### src/rtl/alu_arbiter.sv
// alu_arbiter: shares one combinational ALU between two valid/ready requesters.
// One transaction in flight: arbitrate in IDLE, drive the registered operands
// for one EXEC cycle, then hold the captured result in RESP until the owner
// takes it.
module alu_arbiter #(
  parameter int WIDTH     = 32,
  parameter int FUN_W     = 4,
  parameter int PRIO_MODE = 0   // 0: round-robin, 1: REQ0 always wins
) (
  input  logic             CLK,
  input  logic             RST_N,
  input  logic             REQ0_VALID,
  output logic             REQ0_READY,
  input  logic [WIDTH-1:0] REQ0_A,
  input  logic [WIDTH-1:0] REQ0_B,
  input  logic [FUN_W-1:0] REQ0_FUN,
  output logic             REQ0_RVALID,
  input  logic             REQ0_RREADY,
  output logic [WIDTH-1:0] REQ0_RESULT,
  input  logic             REQ1_VALID,
  output logic             REQ1_READY,
  input  logic [WIDTH-1:0] REQ1_A,
  input  logic [WIDTH-1:0] REQ1_B,
  input  logic [FUN_W-1:0] REQ1_FUN,
  output logic             REQ1_RVALID,
  input  logic             REQ1_RREADY,
  output logic [WIDTH-1:0] REQ1_RESULT,
  output logic [WIDTH-1:0] ALU_A,
  output logic [WIDTH-1:0] ALU_B,
  output logic [FUN_W-1:0] ALU_FUN,
  input  logic [WIDTH-1:0] ALU_RESULT
);

  typedef enum logic [1:0] {IDLE = 2'd0, EXEC = 2'd1, RESP = 2'd2} state_t;

  logic [1:0]            req_valid, req_rready, grant, rvalid;
  logic [1:0][WIDTH-1:0] req_a, req_b;
  logic [1:0][FUN_W-1:0] req_fun;

  state_t     state_q, state_d;
  logic       owner_q, owner_d;
  logic       last_grant_q, last_grant_d;
  logic [WIDTH-1:0] alu_a_q, alu_a_d, alu_b_q, alu_b_d;
  logic [FUN_W-1:0] alu_fun_q, alu_fun_d;
  logic [WIDTH-1:0] result_q, result_d;

  assign req_valid  = {REQ1_VALID, REQ0_VALID};
  assign req_rready = {REQ1_RREADY, REQ0_RREADY};
  assign req_a      = {REQ1_A, REQ0_A};
  assign req_b      = {REQ1_B, REQ0_B};
  assign req_fun    = {REQ1_FUN, REQ0_FUN};

  // Arbitration: only in IDLE, one-hot grant, combinational on VALID.
  always_comb begin
    grant = 2'b00;
    if (state_q == IDLE) begin
      if (PRIO_MODE != 0) begin
        if (req_valid[0])      grant = 2'b01;
        else if (req_valid[1]) grant = 2'b10;
      end else if (req_valid == 2'b11) begin
        // tie goes to whoever was not granted last
        grant = last_grant_q ? 2'b01 : 2'b10;
      end else begin
        grant = req_valid;
      end
    end
  end

  // Next-state: capture operands on grant, result after the EXEC cycle.
  always_comb begin
    state_d      = state_q;
    owner_d      = owner_q;
    last_grant_d = last_grant_q;
    alu_a_d      = alu_a_q;
    alu_b_d      = alu_b_q;
    alu_fun_d    = alu_fun_q;
    result_d     = result_q;
    case (state_q)
      IDLE: begin
        if (grant != 2'b00) begin
          state_d      = EXEC;
          owner_d      = grant[1];
          last_grant_d = grant[1];
          alu_a_d      = req_a[grant[1]];
          alu_b_d      = req_b[grant[1]];
          alu_fun_d    = req_fun[grant[1]];
        end
      end
      EXEC: begin
        result_d = ALU_RESULT;
        state_d  = RESP;
      end
      RESP: begin
        // non-owner RREADY has no effect
        if (req_rready[owner_q]) state_d = IDLE;
      end
      default: state_d = IDLE;
    endcase
  end

  // FSM and registered datapath; reset drops any in-flight transaction.
  always_ff @(posedge CLK or negedge RST_N) begin
    if (!RST_N) begin
      state_q      <= IDLE;
      owner_q      <= 1'b0;
      last_grant_q <= 1'b1;
      alu_a_q      <= '0;
      alu_b_q      <= '0;
      alu_fun_q    <= '0;
      result_q     <= '0;
    end else begin
      state_q      <= state_d;
      owner_q      <= owner_d;
      last_grant_q <= last_grant_d;
      alu_a_q      <= alu_a_d;
      alu_b_q      <= alu_b_d;
      alu_fun_q    <= alu_fun_d;
      result_q     <= result_d;
    end
  end

  // Result valid only toward the owner while waiting in RESP.
  always_comb begin
    rvalid = 2'b00;
    if (state_q == RESP) rvalid[owner_q] = 1'b1;
  end

  assign REQ0_READY  = grant[0];
  assign REQ1_READY  = grant[1];
  assign REQ0_RVALID = rvalid[0];
  assign REQ1_RVALID = rvalid[1];
  assign REQ0_RESULT = result_q;
  assign REQ1_RESULT = result_q;
  assign ALU_A       = alu_a_q;
  assign ALU_B       = alu_b_q;
  assign ALU_FUN     = alu_fun_q;

endmodule

### config.mk
export PLATFORM = sky130hd
export DESIGN_NAME = alu_arbiter
export DESIGN_NICKNAME = d
export VERILOG_FILES = /design/src/rtl/alu_arbiter.sv
export SDC_FILE = /design/constraint.sdc
export NUM_CORES = 1
export LEC_CHECK = 0
export BUFFER_PORTS_ARGS = -buffer_cell sky130_fd_sc_hd__buf_2
export CAP_MARGIN = 30
export CORE_AREA = 2 2 121 123
export DETAILED_ROUTE_END_ITERATION = 6
export DIE_AREA = 0 0 123 125
export PLACE_DENSITY_LB_ADDON = 0.08
export SLEW_MARGIN = 15
export SYNTH_ARGS = -nofsm -noshare
export SYNTH_HDL_FRONTEND = slang
export SYNTH_SLANG_ARGS = --single-unit
### constraint.sdc
create_clock -name CLK -period 2.6 [get_ports CLK]
set_input_delay 0.52 -clock CLK [delete_from_list [all_inputs] [get_ports CLK]]
set_output_delay 0.52 -clock CLK [all_outputs]
set_load 0.005 [all_outputs]
==> run metrics, run 1 <==
Hold Fails Final Rpt=0; dpl hpwl=11.7 mm; core region area=14200 µm²; Worst R2R End=ALU_A[23]; Hold Buf Count CTS=0; die area=15400 µm²; fin crit period=1870 ps; pin count of the biggest net entering global routing=105; Placed Area=6700 µm²; Post-Syn Nets=689; Mean Syn Cell Area=10.2 µm²; Yosys cell types=23; RSZ-0062 raised after global routing=false; sequential share of the synthesized area=49.4%; wire per inst=17.9 µm; R2R setup slack=930 ps; crit-path cells=nor2_4, o211ai_1, inv_1, buf_2; Placer Congestion=0.790; Reg clk slew, reported paths=70 ps; fin crit share=71.8%; fmax=0.536 GHz; DR iter-0 viols=192; first-pass GRT wire length=26.5 mm; Mapped Area=5270 µm²; vias in the first global route=5056; Skew-Pair Late Insertion Delay=340 ps; layout cells sized above 1=46.2%; Site Rows=44; Post-layout nets=936; Layout area overhead=33.6%; worst vdd ir=704 µV; WP data required=2080 ps; Clock Tree Buf Depth=2; I/O Pins=310; CTS tree=yes; Worst-Margin Slew=758 ps; worst r2r path cells=4; number of inserted diodes=0; Setup crit end kind=output port; warnings from Yosys=0; chip width=123 µm; Max H-tree Level=3; worst hold slack=254 ps; Initial Utilization=37.1%; routed wire length=17.0 mm; Post-DRT Antenna Nets=0; Reg2Reg Launch Point=state_q[1]; Max Cap Viol=0; Crit path arrival time=1350 ps; crit path launch=state_q[1]; setup repair bufs after CTS=0; class of the worst hold path=input port to asynchronous set/reset pin; vias=5076; final setup vio count=0; status=complete, no violations; GRT Overall Usage=21.8%; Pre-Repair DR Iteration Count=4; Port Buffers=309; initial antenna violation count=2; Post-CTS Resized=0; Die H=125 µm; final global-route overflow total=0; Synth Register Bits=104; CTS root buffer=clkbuf_16; Slew Limit Fails=0; Clock Sinks=104; drt via density=5.34; delay of the slowest cell on the worst path=420 ps; clock skew=9.21 ps; PwrDens=1140 nW/µm²; DRC errors left=0; nature of the critical path startpoint=flop; CTS Buf Count=9; Crit-path slowest cell=dfrtp_1; Slew Limit Headroom=49.5%; final setup TNS=0 ps; post-synthesis instance total=515; LEAKAGE=3.53 nW; crit-path max FO=4; critical path class=flop to output port; Design Area, Final=7030 µm²
[area by class of cell]
class / count / area (µm²)
fill: 1390 / 7170
sequential: 104 / 2600
multi-input combinational: 251 / 1910
timing repair buffer: 324 / 1690
inverter: 72 / 270
clock buffer: 11 / 253
tap: 184 / 230
clock inverter: 5 / 78.8
[per-layer routing]
metal	wire length (µm)	vias to the layer above	track usage (%)
met2	8340	242	35.8
met1	6870	2442	27.7
met5	30	-	0
met4	412	4	8.02
met3	1350	30	5.16
li1	-	2358	-
[layout by cell type, fill, tap and decap left out, drive strengths merged, types with 3 or more instances in the layout]
master	Yosys	layout
buf	51	324
dfrtp	103	103
inv	72	72
o211ai	69	69
o21ai	69	69
o2111ai	68	68
mux2	33	33
clkbuf	37	11
nor2	5	5
clkinv	0	3
[synthesized netlist by cell type]
master     count  area, µm²
nand2b_1       2       12.5
clkbuf_1      37        139
a21o_1         2       15.0
o21ai_1       19       95.1
nor2_2         1       6.26
mux2_2         8       90.1
nand3_2        1       10.0
o2111ai_1     68        596
or2_1          1       6.26
inv_1         71        267
buf_2         16       80.1
dfstp_2        1       26.3
dfrtp_1      103       2580
mux2_1        25        282
buf_4         32        240
nand2_1        1       3.75
nor2_4         1       11.3
o21ai_0       50        250
o211ai_1      69        518
buf_1          1       3.75
buf_6          2       22.5
inv_2          1       3.75
nor2_1         3       11.3
[cells by family (layout without fill, tap and decap cells)]
family | after synthesis | count (layout) | synth area share, %
buf+inv | 160 | 412 | 14.4
compound gates | 208 | 208 | 28.0
mux | 33 | 33 | 7.06
simple gates | 10 | 10 | 1.16
flops | 104 | 104 | 49.4
[critical path: cells and delay by family (launching register included)]
| kind | cells | cell delay (ps) |
|---|---|---|
| AO/OA/AOI/OAI | 1 | 180 |
| buffers and inverters | 2 | 240 |
| flip-flops | 1 | 420 |
| AND/OR/NAND/NOR | 1 | 170 |
[flip-flops by register name (all words and copies together), names as in the netlist]
signal and cells:
ALU_A 32, ALU_B 32, REQ0_RESULT 32, ALU_FUN 4
state_q 2, last_grant_q 1, owner_q 1
[metrics by stage]
step / instances / power (W) / worst slack (ps) / utilization (%)
finish: 951 / 0.00799 / 734 / 49.5
global route: 951 / 0.00864 / 658 / 49.5
CTS: 951 / 0.00810 / 707 / 49.5
detailed placement: 935 / 0.00658 / 795 / 47.2
global placement: 935 / 0.00649 / 826 / 47.2
floorplan: 515 / 0.00516 / 939 / -
[report_power, final]
group / internal (W) / switching (W) / total [W]
registers: 0.00244 / 0.000470 / 0.00291
clock network: 0.000895 / 0.000595 / 0.00149
logic: 0.00165 / 0.00195 / 0.00360
[how the worst max path moves through the flow]
| stage | endpoint | cells past startpoint |
|---|---|---|
| global placement | REQ0_READY | 5 |
| floorplan | REQ0_READY | 4 |
| global route | REQ0_READY | 4 |
| finish | REQ0_READY | 4 |
| detailed placement | ALU_A[23] | 5 |
| CTS | REQ0_READY | 4 |
No activity file was read; power rests on OpenSTA's default activity.
==> inputs of run 2 (changes only) <==
- CORE_AREA: 2 2 121 123 -> 2 2 120 122
- DIE_AREA: 0 0 123 125 -> 0 0 122 124
- clock period: 2.6 -> 1.8 ns (I/O delays scaled with it)
==> run 2 against run 1 <==
  * Combinational power up 47%
  * Sequential cell count unchanged
  * Via count up 0.53%
  * Cell count down 0.11%
  * Register-to-register slack worse by 620 ps
  * Die area down 1.6%
  * Clock skew down 2.6 ps
  * Non-clock buffer count up 2
  * First-iteration DRC count up 46%
  * Highest routed layer unchanged
  * Routed wire length up 2.1%
  * Sequential power up 44%
==> run metrics, run 2 (synthesis gave the netlist of run 1 again) <==
final global-route overflow total=0 (unchanged); Clock Sinks=104 (unchanged); first-pass GRT wire length=26.3 mm (-0.44%); worst vdd ir=638 µV (-9.4%); crit-path cells=nor2_4, o211ai_1, inv_1, buf_2; RSZ-0062 raised after global routing=false; Setup crit end kind=output port; Reg clk slew, reported paths=70 ps (about the same); nature of the critical path startpoint=flop; commonest non-fill, non-tap cells in the layout=buf_2, dfrtp_1, inv_1, o211ai_1, o2111ai_1; CTS Buf Count=9 (unchanged); initial antenna violation count=4 (+2); fin crit period=1690 ps; DR iter-0 viols=280 (+46%); post-place setup slack=295 ps (-500 ps); DRC errors left=0 (unchanged); Slew Limit Headroom=69.6% (+20 points); Skew-Pair Late Insertion Delay=350 ps (about the same); dpl hpwl=12.0 mm (+2.9%); I/O Pins=310 (unchanged); GRT Overall Usage=22.5% (+0.71 points); Die H=124 µm (-0.80%); leading cell type in the layout, fill and taps excluded=buf_2; Layout area overhead=35.4%; vias in the first global route=5052 (-0.079%); Top delay family on crit path=flip-flops; final setup vio count=0 (unchanged); Clock Tree Buf Depth=2 (unchanged); core region area=13700 µm² (-3.4%); R2R setup slack=310 ps (-620 ps); Post-layout nets=938 (+0.21%); vias=5103 (+0.53%); drt via density=5.37 (+0.64%); final setup TNS=0 ps (unchanged); fmax=0.590 GHz; setup repair bufs after CTS=0 (unchanged); Crit-path slowest cell=dfrtp_1; Site Rows=43 (-2.3%); pin count of the biggest net entering global routing=69 (-34%); layout cells sized above 1=46.3% (+0.14 points); fin crit share=94.1%; CTS root buffer=clkbuf_16; Max Cap Viol=0 (unchanged); PwrDens=1640 nW/µm² (+44%); die area=15100 µm² (-1.6%); delay of the slowest cell on the worst path=420 ps (about the same); Pre-Repair DR Iteration Count=4 (unchanged); Slew Limit Fails=0 (unchanged); Initial Utilization=38.4% (+1.3 points); Post-DRT Antenna Nets=0 (unchanged); Worst-Margin Slew=457 ps (-301 ps); status=complete, no violations; Max H-tree Level=3 (unchanged); Port Buffers=309 (unchanged); WP data required=1440 ps (-640 ps); LEAKAGE=3.56 nW (+1.0%); crit-path max FO=4 (unchanged); class of the worst hold path=input port to flop; Worst Path Buf+Inv=2 (unchanged); CTS tree=yes; Hold Fails Final Rpt=0 (unchanged); Worst Slack Setup Final=106 ps (-628 ps); Placer Congestion=0.804 (+1.8%); Crit path arrival time=1330 ps (-20 ps); chip width=122 µm (-0.81%); routed wire length=17.4 mm (+2.1%); clock skew=6.62 ps (-2.59 ps); critical path class=flop to output port; wire per inst=18.3 µm (+2.2%)
## run 2: cell types whose count changed in the layout (fill, tap and decap cells not counted), sizes merged
cell         change
buf              +1
dlygate4sd3      +1
diode            +1
## run 2: report_power, final
group          leakage [nW]  internal (W)  switching, W  total (W)
combinational          2.14       0.00244       0.00286    0.00530
clock                 0.165       0.00129      0.000889    0.00218
sequential             1.26       0.00352      0.000671    0.00419
total                  3.56       0.00726       0.00442     0.0117
## run 2: area by class of cell
type	count	area (µm²)
Clock buffer	11	253
Fill cell	1306	6590
Tap cell	180	225
Inverter	72	270
Multi-Input combinational cell	251	1920
Sequential cell	104	2600
Clock inverter	5	78.8
Antenna cell	1	2.50
Timing Repair Buffer	326	1780
## run 2: per-layer routing
layer / track usage, % / vias up / routed length, µm
met2: 38.4 / 252 / 8590
li1: - / 2355 / -
met3: 5.91 / 34 / 1470
met1: 26.8 / 2458 / 6810
met5: 0 / - / 24
met4: 9.84 / 4 / 459
## run 2: path summary, 6_finish.rpt
kind                            startpoint              end  cells after the start
setup / recovery                state_q[0]       REQ0_READY                      4
hold / removal               ALU_RESULT[9]   REQ0_RESULT[9]                      2
setup reg to reg                state_q[1]        ALU_B[20]                      4
hold reg to reg            REQ0_RESULT[12]  REQ0_RESULT[12]                      1
max in group asynchronous            RST_N        ALU_A[27]                      3
min in group asynchronous            RST_N        ALU_A[23]                      2
## run 2: what timing repair did
action                                  in CTS  in global routing
endpoints found under the setup margin       1                  1
pin swaps                                    0                  1
resized for setup                            1                  1
endpoints found under the hold margin       21                  0
gates cloned                                 0                  0
hold buffers                                 1                  0
## run 2: per-stage QoR
step | hold slack [ps] | std cells | total power, W | cell area [µm²] | utilization (%)
6_report | 225 | 950 | 0.0117 | 7130 | 52.0
5_1_grt | 214 | 950 | 0.0126 | 7130 | 52.0
4_1_cts | 212 | 949 | 0.0118 | 7130 | 52.0
3_5_place_dp | 305 | 932 | 0.00958 | 6780 | 49.4
3_3_place_gp | 303 | 932 | 0.00945 | 6780 | 49.4
2_1_floorplan | 64.4 | 515 | 0.00745 | 5270 | -
==> inputs of run 3 (changes only) <==
- ABC_AREA: default -> 1
==> run 3 against run 2 <==
  * Worst setup slack worse by 12 ps
  * Synthesized cell count grew 37%
  * Power rose by 5.2%
  * Sequential share of layout area is 1.4 points lower
  * Maximum frequency decreased by 0.70%
  * Clock skew is 5.1 ps higher
  * Sequential power grew 1%
  * Via count is 1.8% higher
  * Largest cell class unchanged
==> run metrics, run 3 <==
status=complete, no violations; fmax=0.586 GHz (-0.70%); Mean Syn Cell Area=7.72 µm² (-24%); Clock Tree Buf Depth=2 (unchanged); leading area contributor after synthesis=dfrtp_1; RSZ-0062 raised after global routing=false; final global-route overflow total=0 (unchanged); Setup crit end kind=output port; Crit path arrival time=1350 ps (+20 ps); dominant synthesized flop cell=dfrtp_1; LEAKAGE=4.61 nW (+29%); CTS root buffer=clkbuf_16; Max H-tree Level=3 (unchanged); nature of the critical path startpoint=flop; crit-path cells=a21oi_4, nand2_2, buf_12, inv_1, buf_2; die area=15100 µm² (unchanged); Die H=124 µm (unchanged); drt via density=4.49 (-16%); Post-synth EDFFs=0 (unchanged); delay of the slowest cell on the worst path=560 ps (+140 ps); CTS tree=yes; Top delay family on crit path=flip-flops; crit path launch=last_grant_q; routed wire length=16.4 mm (-5.4%); Site Rows=43 (unchanged); Skew-Pair Late Insertion Delay=340 ps (about the same); warnings from Yosys=0 (unchanged); Crit-path slowest cell=dfstp_2; Clock Sinks=104 (unchanged); PwrDens=1660 nW/µm² (+1.2%); I/O Pins=310 (unchanged); WP data required=1440 ps (about the same); Initial Utilization=39.7% (+1.4 points); crit-path max FO=4 (unchanged); clock skew=11.7 ps (+5.12 ps); critical path class=flop to output port; synth cell count leaders=nand2_1, inv_1, nand3_1; Synth Register Bits=104 (unchanged); DR iter-0 viols=260 (-7.1%); Simple-Gate Fraction of Synth Area=27.5% (+26 points); final setup TNS=0 ps (unchanged); Fillers=1411 (+8.0%); DRC errors left=0 (unchanged); dpl hpwl=11.5 mm (-4.3%); Port Buffers=309 (unchanged); fraction of registers with async set/reset=100% (unchanged); vias in the first global route=4818 (-4.6%); sequential share of the synthesized area=47.8% (-1.7 points); Pre-Repair DR Iteration Count=4 (unchanged); pin count of the biggest net entering global routing=105 (+52%); placed cells=1136 (+22%); post-synthesis instance total=706 (+37%); Reg clk slew, reported paths=70 ps (about the same); core region area=13700 µm² (unchanged); initial antenna violation count=1 (-3); Layout area overhead=36.0%; layout cells sized above 1=38.7% (-7.6 points); Max Cap Viol=0 (unchanged); Post-Syn Nets=880 (+28%); Worst Path Buf+Inv=3 (+1); top post-synthesis cells by area=dfrtp_1, nand2_1, nand3_1; Hold Fails Final Rpt=0 (unchanged); wire per inst=14.2 µm (-22%); post-synth top area share=47.3% (-1.7 points); chip width=122 µm (unchanged); Hold Buf Count CTS=0 (-1); Mapped Area=5450 µm² (+3.5%); largest family of logic cells by synthesized area=simple AND/OR/NAND/NOR gates; fin crit period=1710 ps (+12.0 ps); worst vdd ir=831 µV (+30%); Worst-Margin Slew=575 ps (+118 ps); Cell Count, Final, Fillers Out=1157 (+22%); cell with the most instances after synthesis=nand2_1; Yosys cell types=17 (-26%); Post-DRT Antenna Nets=0 (unchanged); Slew Limit Headroom=61.7% (-7.9 points); class of the worst hold path=input port to asynchronous set/reset pin; post-synthesis mux area share=6.61% (-0.45 points); first-pass GRT wire length=25.1 mm (-4.7%); Slew Limit Fails=0 (unchanged); Reg2Reg Launch Point=last_grant_q; final setup vio count=0 (unchanged); vias=5196 (+1.8%); CTS Buf Count=9 (unchanged); GRT Overall Usage=21.6% (-0.87 points); Synth Area in XOR/XNOR=0% (unchanged); commonest non-fill, non-tap cells in the layout=buf_2, nand2_1, inv_1, nand3_1, dfrtp_1; fin crit share=94.8% (+0.67 points); Placer Congestion=0.790 (-1.7%); Post-layout nets=1145 (+22%); post-synthesis compound-gate area fraction=0.436% (-28 points); leading cell type in the layout, fill and taps excluded=buf_2; Synth Area in Adders=0% (unchanged)
run 3: through the flow:
stage / setup slack (ps) / cell area [µm²] / hold slack [ps] / power, W / utilization [%]
after floorplan: 378 / 5450 / 64.4 / 0.00772 / -
after global placement: 280 / 6990 / 459 / 0.00998 / 50.9
after detailed placement: 252 / 6990 / 460 / 0.0100 / 50.9
after CTS: 47.4 / 7400 / 109 / 0.0125 / 54.0
after global routing: 14.2 / 7410 / 123 / 0.0133 / 54.0
final: 93.7 / 7410 / 63.0 / 0.0123 / 54.0
run 3: worst paths after layout:
kind | to | slack [ps] | depth (start not counted)
setup / recovery | REQ1_READY | 90 | 5
setup reg to reg | ALU_FUN[2] | 150 | 8
max in group asynchronous | ALU_FUN[2] | 1270 | 2
min in group CLK | REQ0_RESULT[22] | 250 | 2
hold / removal | ALU_B[22] | 60 | 2
hold reg to reg | ALU_A[19] | 470 | 2
run 3: where the power goes:
part / switching, W / total [W] / internal [W]
combinational: 0.00316 / 0.00580 / 0.00264
sequential: 0.000692 / 0.00424 / 0.00355
clock: 0.000846 / 0.00224 / 0.00140
run 3: per-layer routing:
layer,up-vias,wire [µm],track usage (%)
met2,206,8250,37.7
met5,-,0,0
met4,0,314,7.69
met3,19,1160,4.30
li1,2634,-,-
met1,2337,6690,26.7
run 3: what timing repair did:
item,4_1_cts,5_1_grt
setup endpoints to repair,1,2
pin swaps,0,1
gates cloned,2,0
resized for setup,0,1
buffers inserted,1,1
hold endpoints to repair,0,0
run 3: final cells by class:
class / instances / area [µm²] / share of cell area (%)
clock buffers: 11 / 243 / 3.27
well taps: 180 / 225 / 3.04
clock inverters: 5 / 104 / 1.40
repair buffers: 324 / 1800 / 24.3
flip-flops and latches: 104 / 2600 / 35.1
inverters: 144 / 541 / 7.29
diodes: 1 / 2.50 / 0.0337
multi-input cells: 388 / 1900 / 25.6
run 3: cells by family (layout without fill, tap and decap cells):
logic type / count (synthesis) / after routing
AOI/OAI and AO/OA: 4 / 4
buffers and inverters: 214 / 484
DFF: 104 / 104
other: 0 / 1
and+or+nand+nor: 352 / 352
muxes: 32 / 32
